==> src/rtl/riscv_pkg.sv <==
// Shared RV32I definitions: sequencer states, opcode constants and trap causes.
package riscv_pkg;

    localparam int unsigned OPCODE_W = 7;
    localparam int unsigned STATE_W  = 3;
    localparam int unsigned TRAP_W   = 2;
    localparam int unsigned RETIRE_W = 32;

    typedef enum logic [STATE_W-1:0] {
        ST_FETCH  = 3'd0,
        ST_DECODE = 3'd1,
        ST_EXEC   = 3'd2,
        ST_MEM    = 3'd3,
        ST_WB     = 3'd4,
        ST_HALT   = 3'd5,
        ST_TRAP   = 3'd6
    } seq_state_t;

    localparam logic [OPCODE_W-1:0] OP_RTYPE  = 7'b0110011;
    localparam logic [OPCODE_W-1:0] OP_IARITH = 7'b0010011;
    localparam logic [OPCODE_W-1:0] OP_LOAD   = 7'b0000011;
    localparam logic [OPCODE_W-1:0] OP_JALR   = 7'b1100111;
    localparam logic [OPCODE_W-1:0] OP_BRANCH = 7'b1100011;
    localparam logic [OPCODE_W-1:0] OP_STORE  = 7'b0100011;
    localparam logic [OPCODE_W-1:0] OP_JAL    = 7'b1101111;
    localparam logic [OPCODE_W-1:0] OP_LUI    = 7'b0110111;
    localparam logic [OPCODE_W-1:0] OP_AUIPC  = 7'b0010111;
    localparam logic [OPCODE_W-1:0] OP_SYSTEM = 7'b1110011;

    localparam logic [TRAP_W-1:0] TRAP_NONE    = 2'b00;
    localparam logic [TRAP_W-1:0] TRAP_ILLEGAL = 2'b01;
    localparam logic [TRAP_W-1:0] TRAP_TIMEOUT = 2'b10;

    // True for opcodes the core executes (ECALL is handled separately).
    function automatic logic is_rv32i_op(input logic [OPCODE_W-1:0] op);
        case (op)
            OP_RTYPE, OP_IARITH, OP_LOAD, OP_JALR, OP_BRANCH,
            OP_STORE, OP_JAL, OP_LUI, OP_AUIPC: is_rv32i_op = 1'b1;
            default:                            is_rv32i_op = 1'b0;
        endcase
    endfunction

endpackage

==> src/rtl/multicycle_sequencer_if.sv <==
// Control/memory-handshake bundle between the sequencer (slave) and its environment (master).
interface multicycle_sequencer_if;
    import riscv_pkg::*;

    logic [OPCODE_W-1:0] OpCode;
    logic                MemReady;
    logic                MemReq;
    logic                MemWe;
    logic                MemAddrSel;
    logic                IRWr;
    logic                PCWr;
    logic                RUWrEn;
    logic                Halted;
    logic [TRAP_W-1:0]   TrapCause;
    logic [RETIRE_W-1:0] RetireCount;
    logic [STATE_W-1:0]  State;

    modport master (
        output OpCode, MemReady,
        input  MemReq, MemWe, MemAddrSel, IRWr, PCWr, RUWrEn,
        input  Halted, TrapCause, RetireCount, State
    );

    modport slave (
        input  OpCode, MemReady,
        output MemReq, MemWe, MemAddrSel, IRWr, PCWr, RUWrEn,
        output Halted, TrapCause, RetireCount, State
    );

endinterface

==> src/rtl/mem_wait_timer.sv <==
// Counts stalled memory-request cycles; flags the cycle that completes TIMEOUT_CYCLES waits.
module mem_wait_timer #(
    parameter int unsigned TIMEOUT_CYCLES = 16
) (
    input  logic clk,
    input  logic rst,
    input  logic i_wait,
    input  logic i_clear,
    output logic o_expired_c
);
    localparam int unsigned CNT_W = $clog2(TIMEOUT_CYCLES + 1);

    logic [CNT_W-1:0] r_cnt;

    always_ff @(posedge clk) begin
        if (rst || i_clear) begin
            r_cnt <= '0;
        end else if (i_wait) begin
            r_cnt <= r_cnt + CNT_W'(1);
        end
    end

    // r_cnt holds completed waits, so the current wait is the TIMEOUT_CYCLES-th one.
    assign o_expired_c = i_wait && (r_cnt == CNT_W'(TIMEOUT_CYCLES - 1));

endmodule

==> src/rtl/multicycle_sequencer.sv <==
// Multi-cycle FETCH/DECODE/EXEC/MEM/WB sequencer for the RV32I core.
// Optional memory-request timeout trap enabled by defining MEM_TIMEOUT_EN.
module multicycle_sequencer
    import riscv_pkg::*;
#(
    parameter int unsigned TIMEOUT_CYCLES = 16
) (
    input  logic                   clk,
    input  logic                   rst,
    multicycle_sequencer_if.slave  bus
);

    seq_state_t          r_state;
    seq_state_t          w_next_state;
    logic [RETIRE_W-1:0] r_retire_cnt;
    logic [TRAP_W-1:0]   r_trap_cause;
    logic [TRAP_W-1:0]   w_trap_cause;
    logic                w_mem_req;
    logic                w_mem_we;
    logic                w_addr_sel;
    logic                w_ir_wr;
    logic                w_pc_wr;
    logic                w_ru_wr;
    logic                w_expired_c;
    logic                w_is_load;
    logic                w_is_store;

    assign w_is_load  = (bus.OpCode == OP_LOAD);
    assign w_is_store = (bus.OpCode == OP_STORE);

`ifdef MEM_TIMEOUT_EN
    logic w_wait;
    logic w_clear;

    assign w_wait  = w_mem_req && !bus.MemReady;
    assign w_clear = (w_mem_req && bus.MemReady) || (w_next_state != r_state);

    mem_wait_timer #(
        .TIMEOUT_CYCLES (TIMEOUT_CYCLES)
    ) u_mem_wait_timer (
        .clk         (clk),
        .rst         (rst),
        .i_wait      (w_wait),
        .i_clear     (w_clear),
        .o_expired_c (w_expired_c)
    );
`else
    assign w_expired_c = 1'b0;
`endif

    always_ff @(posedge clk) begin
        if (rst) begin
            r_state      <= ST_FETCH;
            r_retire_cnt <= '0;
            r_trap_cause <= TRAP_NONE;
        end else begin
            r_state <= w_next_state;
            if (w_pc_wr) begin
                r_retire_cnt <= r_retire_cnt + RETIRE_W'(1);
            end
            if (w_trap_cause != TRAP_NONE) begin
                r_trap_cause <= w_trap_cause;
            end
        end
    end

    always_comb begin
        w_next_state = r_state;
        w_trap_cause = TRAP_NONE;
        w_mem_req    = 1'b0;
        w_mem_we     = 1'b0;
        w_addr_sel   = 1'b0;
        w_ir_wr      = 1'b0;
        w_pc_wr      = 1'b0;
        w_ru_wr      = 1'b0;
        case (r_state)
            ST_FETCH: begin
                w_mem_req = 1'b1;
                if (bus.MemReady) begin
                    w_ir_wr      = 1'b1;
                    w_next_state = ST_DECODE;
                end else if (w_expired_c) begin
                    w_trap_cause = TRAP_TIMEOUT;
                    w_next_state = ST_TRAP;
                end
            end
            ST_DECODE: begin
                if (bus.OpCode == OP_SYSTEM) begin
                    w_next_state = ST_HALT;
                end else if (!is_rv32i_op(bus.OpCode)) begin
                    w_trap_cause = TRAP_ILLEGAL;
                    w_next_state = ST_TRAP;
                end else begin
                    w_next_state = ST_EXEC;
                end
            end
            ST_EXEC: begin
                w_next_state = (w_is_load || w_is_store) ? ST_MEM : ST_WB;
            end
            ST_MEM: begin
                w_mem_req  = 1'b1;
                w_addr_sel = 1'b1;
                w_mem_we   = w_is_store;
                if (bus.MemReady) begin
                    // Stores have nothing to write back, so they retire here.
                    w_pc_wr      = w_is_store;
                    w_next_state = w_is_store ? ST_FETCH : ST_WB;
                end else if (w_expired_c) begin
                    w_trap_cause = TRAP_TIMEOUT;
                    w_next_state = ST_TRAP;
                end
            end
            ST_WB: begin
                w_pc_wr      = 1'b1;
                w_ru_wr      = (bus.OpCode != OP_BRANCH);
                w_next_state = ST_FETCH;
            end
            ST_HALT, ST_TRAP: begin
                w_next_state = r_state;
            end
            default: begin
                w_next_state = ST_FETCH;
            end
        endcase
    end

    // Strobes are Moore-decoded and suppressed while reset is asserted.
    assign bus.MemReq      = w_mem_req  && !rst;
    assign bus.MemWe       = w_mem_we   && !rst;
    assign bus.MemAddrSel  = w_addr_sel && !rst;
    assign bus.IRWr        = w_ir_wr    && !rst;
    assign bus.PCWr        = w_pc_wr    && !rst;
    assign bus.RUWrEn      = w_ru_wr    && !rst;
    assign bus.Halted      = ((r_state == ST_HALT) || (r_state == ST_TRAP)) && !rst;
    assign bus.TrapCause   = r_trap_cause;
    assign bus.RetireCount = r_retire_cnt;
    assign bus.State       = STATE_W'(r_state);

endmodule

==> src/flat_wrapper.sv <==
// flat-port wrapper written by rule: the top's interface ports become plain ports
module multicycle_sequencer_flat import riscv_pkg::*;
#(
    parameter int unsigned TIMEOUT_CYCLES = 16
)
  (clk, rst, bus_OpCode, bus_MemReady, bus_MemReq, bus_MemWe, bus_MemAddrSel, bus_IRWr, bus_PCWr, bus_RUWrEn, bus_Halted, bus_TrapCause, bus_RetireCount, bus_State);
  multicycle_sequencer_if bus_i ();
  input  logic clk;
  input  logic rst;
  input wire logic [$bits(bus_i.OpCode)-1:0] bus_OpCode;
  input wire logic [$bits(bus_i.MemReady)-1:0] bus_MemReady;
  output wire logic [$bits(bus_i.MemReq)-1:0] bus_MemReq;
  output wire logic [$bits(bus_i.MemWe)-1:0] bus_MemWe;
  output wire logic [$bits(bus_i.MemAddrSel)-1:0] bus_MemAddrSel;
  output wire logic [$bits(bus_i.IRWr)-1:0] bus_IRWr;
  output wire logic [$bits(bus_i.PCWr)-1:0] bus_PCWr;
  output wire logic [$bits(bus_i.RUWrEn)-1:0] bus_RUWrEn;
  output wire logic [$bits(bus_i.Halted)-1:0] bus_Halted;
  output wire logic [$bits(bus_i.TrapCause)-1:0] bus_TrapCause;
  output wire logic [$bits(bus_i.RetireCount)-1:0] bus_RetireCount;
  output wire logic [$bits(bus_i.State)-1:0] bus_State;
  assign bus_i.OpCode = bus_OpCode;
  assign bus_i.MemReady = bus_MemReady;
  assign bus_MemReq = bus_i.MemReq;
  assign bus_MemWe = bus_i.MemWe;
  assign bus_MemAddrSel = bus_i.MemAddrSel;
  assign bus_IRWr = bus_i.IRWr;
  assign bus_PCWr = bus_i.PCWr;
  assign bus_RUWrEn = bus_i.RUWrEn;
  assign bus_Halted = bus_i.Halted;
  assign bus_TrapCause = bus_i.TrapCause;
  assign bus_RetireCount = bus_i.RetireCount;
  assign bus_State = bus_i.State;
  multicycle_sequencer #(.TIMEOUT_CYCLES(TIMEOUT_CYCLES)) u_core (.clk(clk), .rst(rst), .bus(bus_i));
endmodule
==> config.mk <==
export PLATFORM = sky130hd
export DESIGN_NAME = multicycle_sequencer_flat
export DESIGN_NICKNAME = d
export VERILOG_FILES = /design/src/rtl/riscv_pkg.sv /design/src/rtl/multicycle_sequencer_if.sv /design/src/rtl/mem_wait_timer.sv /design/src/rtl/multicycle_sequencer.sv /design/src/flat_wrapper.sv
export SDC_FILE = /design/constraint.sdc
export NUM_CORES = 1
export LEC_CHECK = 0
export CAP_MARGIN = 20
export CORE_ASPECT_RATIO = 1.4
export CORE_UTILIZATION = 52
export DETAILED_ROUTE_END_ITERATION = 8
export GPL_ROUTABILITY_DRIVEN = 0
export PLACE_DENSITY = 0.95
export RECOVER_POWER = 100
export SLEW_MARGIN = 20
export SYNTH_ARGS = -nofsm -noshare
export SYNTH_HDL_FRONTEND = slang
export SYNTH_SLANG_ARGS = --single-unit
==> constraint.sdc <==
create_clock -name clk -period 3.54 [get_ports clk]
set_input_delay 0.708 -clock clk [delete_from_list [all_inputs] [get_ports clk]]
set_output_delay 0.708 -clock clk [all_outputs]
set_load 0.1 [all_outputs]
==> reports/metrics.cfg, run 1 <==
[status]
status = complete, no violations

[clock_tree]
cts_resized = 0
ctsHtreeMaxLevel = 2
cts.sinks = 36
holdBufCountCts = 0
clock_path_buffers = 2
clk_pin_slew_worst_paths_ns = 0.07
cts_setup_buffers = 0
cts_root_buf = clkbuf_8
clock_latency_ns = 0.29
cts-buffers-inserted = 5
cts_tree = done

[layout]
drive_gt1_share_pct = 9.33
nets = 310
most-common-layout-cells = dfxtp_1, nor2_1, dlygate4sd3_1
fin_area_sq_um = 2710
syn_to_final_growth_pct = 31.2
final_common_cell = dfxtp_1

[yosys]
synth_edf_count = 0
synth-simple-area-share_pct = 30.1
synth-seq-cells = 36
synth_mux_area_share_pct = 1.09
synth-warning-count = 0
netlist_area_sq_um = 2060
syn_nets = 263
synth-seq-area-share_pct = 34.9
synth_top_family_by_area = simple AND/OR/NAND/NOR gates
ys_async_sr_fraction_pct = 0
avgSynthCellArea_sq_um = 8.19
synth_xor_area_share_pct = 9.33
yosysUniqueCellTypes = 46
postSynthCellCount = 252
synth_fa_ha_area_share_pct = 0.606
ys.flop_type = dfxtp_1
synth_compound_area_share_pct = 19.3

[worst_setup_path]
crit_arrival_ns = 2.48
r2r_setup_slack_ns = 1.05
cp-end-kind = output pin
critical_path_class = input pin to output pin
critPathLaunchType = input pin
cp_data_required_time_ns = 2.83
critPathMaxFanout = 7

[route]
via_per_inst = 6.08
detail_route.iter0.violations = 120
dr.pass1.iters = 4
wire_per_inst_microns = 15.4
vias = 2084
detail-route-antenna-nets = 0
drc_errors = 0
wirelength_mm = 5.30

[global_routing]
track_usage_pct = 25.9
grt_pass1_wl_mm = 8.96
antenna_found_initial = 1
overflow = 0
first_global_vias = 1932
grt_max_degree = 27

[worst_hold_path]
hold_class = register to register

[floorplan]
start_util_pct = 55.7
die_w_microns = 55.3
chipHeight_microns = 76.6
core-area_sq_um = 3710
dieArea_sq_um = 4230
fp-row-count = 26
io_pins = 54

[placed_design]
dp_slack_ns = 0.553
place_hpwl_mm = 3.70
io_buffers = 52
place_area_sq_um = 2690

[timing]
fin_crit_ns = 3.19
setup_tns_ns = 0
timing.hold.ws_ns = 0.476
skew_ns = 0.00517
setup_slack_ns = 0.350
period_share_pct = 90.1
rsz0062_at_grt = false
slew_viol_final = 0
finalHoldViolations = 0
max_freq_ghz = 0.314
slew_headroom_pct = 23.1
setup-violations-final = 0
worst_pin_slew_ns = 1.16

[run]
maxCapViolations = 0

[power]
power_density_nw_per_um2 = 345
power.ir.vdd_worst_v = 0.000330
p_leak_uw = 0.00104

==> power by group <==
group / switching, uW / leakage, uW / internal [uW]
combinational: 143 / 0.000696 / 57.1
clock: 151 / 0.0000510 / 155
sequential: 15.7 / 0.000291 / 412
==> per-layer routing <==
| layer | up-vias | global-route usage (%) | part of all wire [%] |
|---|---|---|---|
| met5 | - | 0 | 0 |
| met4 | 0 | 13.0 | 1.8 |
| met3 | 8 | 4.92 | 5.8 |
| met2 | 81 | 42.7 | 50 |
| met1 | 980 | 31.9 | 42 |
| li1 | 1015 | - | - |
==> path summary, 6_finish.rpt <==
kind                         startpoint                         end  cells past startpoint
max                       bus_OpCode[2]                  bus_RUWrEn                      6
min          u_core.bus.RetireCount[31]  u_core.bus.RetireCount[31]                      2
max reg2reg         u_core.bus.State[1]  u_core.bus.RetireCount[21]                      6
min reg2reg  u_core.bus.RetireCount[31]  u_core.bus.RetireCount[31]                      2
==> synthesized netlist by cell type (2+ instances only) <==
cell type,n,area [sq um]
a21oi_1,18,90.1
nor2_1,33,124
mux2_2,2,22.5
or2_2,2,12.5
or4_1,3,22.5
and3_1,9,56.3
clkbuf_1,9,33.8
nand2_1,17,63.8
o21ai_0,8,40.0
nor2b_1,2,12.5
nand4_1,6,37.5
o2111ai_1,7,61.3
o211ai_1,3,22.5
and4_1,10,87.6
inv_1,6,22.5
buf_2,5,25.0
nor3b_1,4,30.0
nand4b_1,2,17.5
a2111oi_2,3,45.0
a31o_2,3,26.3
a311oi_1,3,26.3
dfxtp_1,36,721
xor2_1,13,114
nand3_1,12,60.1
nor3_1,4,20.0
xnor2_1,9,78.8
o31ai_1,3,22.5
or3_1,2,12.5
==> area by class of cell <==
class                      count  area [sq um]
clock inverter                 2          10.0
multi-input combinational    194          1240
tap                           42          52.6
clock buffer                   6          82.6
inverter                       6          22.5
fill                         307          1000
timing repair buffer          56           576
antenna                        1          2.50
sequential                    36           721
==> flip-flops by register name (all words and copies together) (netlist names) <==
| signal | cells |
|---|---|
| u_core.bus.TrapCause | 1 |
| u_core.bus.State | 3 |
| u_core.bus.RetireCount | 32 |
==> worst max-delay path, cell delays in order <==
cell           delay (ns)
dlygate4sd3_1        0.58
and4bb_1             0.43
nand2_1              0.15
nor3b_1              0.35
nor3_4               0.07
buf_12               0.19
==> cell families after synthesis <==
group	Yosys count
flip-flops	36
XOR/XNOR	22
AO/OA/AOI/OAI	55
multiplexers	2
adder cells (fa/ha/maj)	1
AND/OR/NAND/NOR	113
buffers and inverters	22
other	1
==> through the flow <==
step / cells / utilization [%] / total power, uW
6_report: 343 / 73.0 / 935
5_1_grt: 343 / 73.0 / 964
4_1_cts: 342 / 75.0 / 948
3_5_place_dp: 334 / 72.5 / 646
3_3_place_gp: 334 / 72.5 / 643
2_1_floorplan: 252 / - / 588
Note: power is estimated with default switching activity, not from simulation.
==> run 2, diff against run 1 <==
CORE_ASPECT_RATIO = 2   (was 1.4)
SYNTH_HIERARCHICAL = 1   (was default)
==> reports/metrics.cfg, run 2 <==
[status]
status = complete, no violations

[layout]
n_fill_cell = 310  ; +0.98%
final_common_cell = dfxtp_1
regArea_sq_um = 721  ; unchanged
most-common-layout-cells = dfxtp_1, nor2_1, dlygate4sd3_1
nets = 299  ; -3.5%
fin_area_sq_um = 2580  ; -4.5%
largest_reg_flops = 32  ; unchanged
syn_to_final_growth_pct = 27.1
multiInputGateArea_sq_um = 1170  ; -5.6%
fin_util_pct = 70.2  ; -2.9 points
drive_gt1_share_pct = 7.96  ; -1.4 points
antenna_cells = 0  ; -1

[timing]
fin_crit_ns = 3.10  ; -0.0873 ns
rsz0062_at_grt = false
slew_viol_final = 0  ; unchanged
max_freq_ghz = 0.322  ; +2.8%
finalHoldViolations = 0  ; unchanged
period_share_pct = 87.6  ; -2.5 points
slew_headroom_pct = 22.3  ; -0.79 points
skew_ns = 0.00155  ; -0.00362 ns
worst_pin_slew_ns = 1.17  ; +0.0119 ns
timing.hold.ws_ns = 0.484  ; +0.00817 ns
setup-violations-final = 0  ; unchanged

[worst_setup_path]
critPathLaunchType = input pin
crit_arrival_ns = 2.39  ; -0.09 ns
crit_family = buffers and inverters
cp-end-kind = output pin
cp_data_required_time_ns = 2.83  ; about the same
r2r_setup_slack_ns = 0.66  ; -0.39 ns
cpMaxStageDelayCell = dlygate4sd3_1
reg2reg_from = u_core/bus.State[2]
crit_buf_inv = 2  ; unchanged
r2r-end = u_core/bus.RetireCount[26]
rr_worst_depth = 5  ; -1
slowest_delay_ns = 0.60  ; +0.02 ns
crit_chain = dlygate4sd3_1, or2_2, nor2_1, and3_1, clkbuf_2
critical_path_class = input pin to output pin
critPathMaxFanout = 6  ; -1

[global_routing]
antenna_found_initial = 0  ; -1
grt_pass1_wl_mm = 8.41  ; -6.1%
first_global_vias = 1863  ; -3.6%
overflow = 0  ; unchanged
track_usage_pct = 26.7  ; +0.78 points
grt_max_degree = 38  ; +41%

[clock_tree]
clk_pin_slew_worst_paths_ns = 0.07  ; about the same
clock_path_buffers = 2  ; unchanged
clock_latency_ns = 0.29  ; about the same
cts_tree = done
cts_resized = 0  ; unchanged
cts.sinks = 36  ; unchanged
cts-buffers-inserted = 5  ; unchanged
cts_setup_buffers = 0  ; unchanged
cts_root_buf = clkbuf_8
holdBufCountCts = 0  ; unchanged
ctsHtreeMaxLevel = 2  ; unchanged

[floorplan]
dieArea_sq_um = 4180  ; -1.2%
chipHeight_microns = 90.4  ; +18%
fp-row-count = 31  ; +19%
start_util_pct = 55.2  ; -0.49 points
die_w_microns = 46.2  ; -16%
core-area_sq_um = 3680  ; -0.64%
io_pins = 54  ; unchanged

[power]
p_leak_uw = 0.000896  ; -14%
power_frac_clock_pct = 34.2  ; +1.4 points
power.ir.vdd_worst_v = 0.000304  ; -7.8%
power_frac_comb_pct = 19.0  ; -2.4 points
swShare_pct = 32.0  ; -1.2 points
p_int_uw = 614  ; -1.7%
switching_power_uw = 289  ; -6.8%
power_frac_seq_pct = 46.8  ; +1.1 points
power_density_nw_per_um2 = 349  ; +1.2%

[yosys]
avgSynthCellArea_sq_um = 8.51  ; +3.8%
yosys.area.top_type = dfxtp_1
ys.flop_type = dfxtp_1
syn_nets = 250  ; -4.9%
postSynthCellCount = 239  ; -5.2%
synth-warning-count = 6  ; +6
ys_async_sr_fraction_pct = 0  ; unchanged
synth_common_cells = dfxtp_1, nor2_1, xnor2_1
synth-seq-area-share_pct = 35.4  ; +0.54 points
synth_top_area_share_pct = 35.4  ; +0.54 points
synth-seq-cells = 36  ; unchanged
synth_edf_count = 0  ; unchanged
yosysUniqueCellTypes = 44  ; -4.3%
synth_most_common_cell = dfxtp_1
netlist_area_sq_um = 2030  ; -1.5%
synth_area_leaders = dfxtp_1, xnor2_1, nor2_1

[worst_hold_path]
min_to = u_core/bus.TrapCause[0]
whs_path_depth = 2  ; unchanged
hp-start = u_core/bus.TrapCause[0]
hold_class = register to register

[placed_design]
place_area_sq_um = 2630  ; -2.2%
place_hpwl_mm = 3.73  ; +0.75%
io_buffers = 52  ; unchanged

[route]
wirelength_mm = 5.22  ; -1.4%
drc_errors = 0  ; unchanged
vias = 2009  ; -3.6%
dr.pass1.iters = 4  ; unchanged
via_per_inst = 5.94  ; -2.2%
wire_per_inst_microns = 15.4  ; about the same
detail_route.iter0.violations = 59  ; -51%
detail-route-antenna-nets = 0  ; unchanged

[run]
maxCapViolations = 0  ; unchanged

run 2: changes by cell type in the layout (fill, tap and decap cells not counted), sizes merged, moves of 4 or more:
| cell | change |
|---|---|
| a2111oi | +6 |
| clkbuf | +6 |
| and3 | -4 |
| nand3 | -4 |
| xor2 | -11 |
| xnor2 | +13 |
| nand4 | +5 |
| buf | -4 |
| and4 | -5 |
| o2111ai | -4 |
| nor3b | -4 |
| a211oi | +7 |
run 2: cells by family (layout without fill, tap and decap cells):
group | count (synthesis) | after routing | share of synthesized area, %
compound gates | 55 | 55 | 21.2
fa+ha+maj | 1 | 1 | 0.615
buf+inv | 20 | 70 | 5.23
flops | 36 | 36 | 35.4
simple gates | 102 | 102 | 27.0
other cells | 1 | 1 | 0.184
xor+xnor | 24 | 24 | 10.3
run 2: power groups by stage:
stage | clock (uW) | sequential (uW) | combinational [uW]
final | 309 | 423 | 171
after global placement | 0 | 433 | 179
after detailed placement | 0 | 433 | 180
after global routing | 336 | 425 | 181
after CTS | 316 | 424 | 181
after floorplan | 0 | 475 | 88.0
run 2: stage by stage:
step | std cells | TNS, ns | worst slack, ns | total power (uW)
final | 338 | 0 | 0.438 | 903
after global routing | 338 | 0 | 0.368 | 941
after CTS | 338 | 0 | 0.717 | 920
after detailed placement | 330 | 0 | 0.633 | 613
after global placement | 330 | 0 | 0.700 | 611
after floorplan | 239 | -0.268 | -0.146 | 563
run 2: metal layers:
layer | GRT usage, % | vias to the layer above | part of all wire [%]
li1 | - | 969 | -
met4 | 15.7 | 0 | 3.6
met5 | 0 | - | 0
met1 | 30.6 | 953 | 40
met3 | 4.40 | 18 | 4.1
met2 | 43.4 | 69 | 53
run 2: worst max path at each step:
stage | from | end | slack (ns) | cells past startpoint
floorplan | u_core/bus.State[2] | bus_RUWrEn | -0.15 | 4
global placement | bus_OpCode[5] | u_core/bus.RetireCount[19] | 0.70 | 7
detailed placement | bus_MemReady | u_core/bus.RetireCount[21] | 0.63 | 7
CTS | bus_OpCode[5] | bus_PCWr | 0.72 | 5
global route | bus_OpCode[2] | bus_RUWrEn | 0.37 | 5
finish | bus_OpCode[4] | bus_MemWe | 0.44 | 5
run 2: worst min-delay path, delay by kind of cell, from the launching register on:
kind | cells | cell delay, ns
and+or+nand+nor | 1 | 0.06
DFF | 1 | 0.34
AOI/OAI and AO/OA | 1 | 0.06
run 2: cell type report:
class,instances,area share (%)
inverter,7,1.02
timing repair buffer,55,19.8
clock buffer,7,3.34
clock inverter,1,0.290
sequential,36,27.9
tap,49,2.37
multi-input combinational,183,45.3
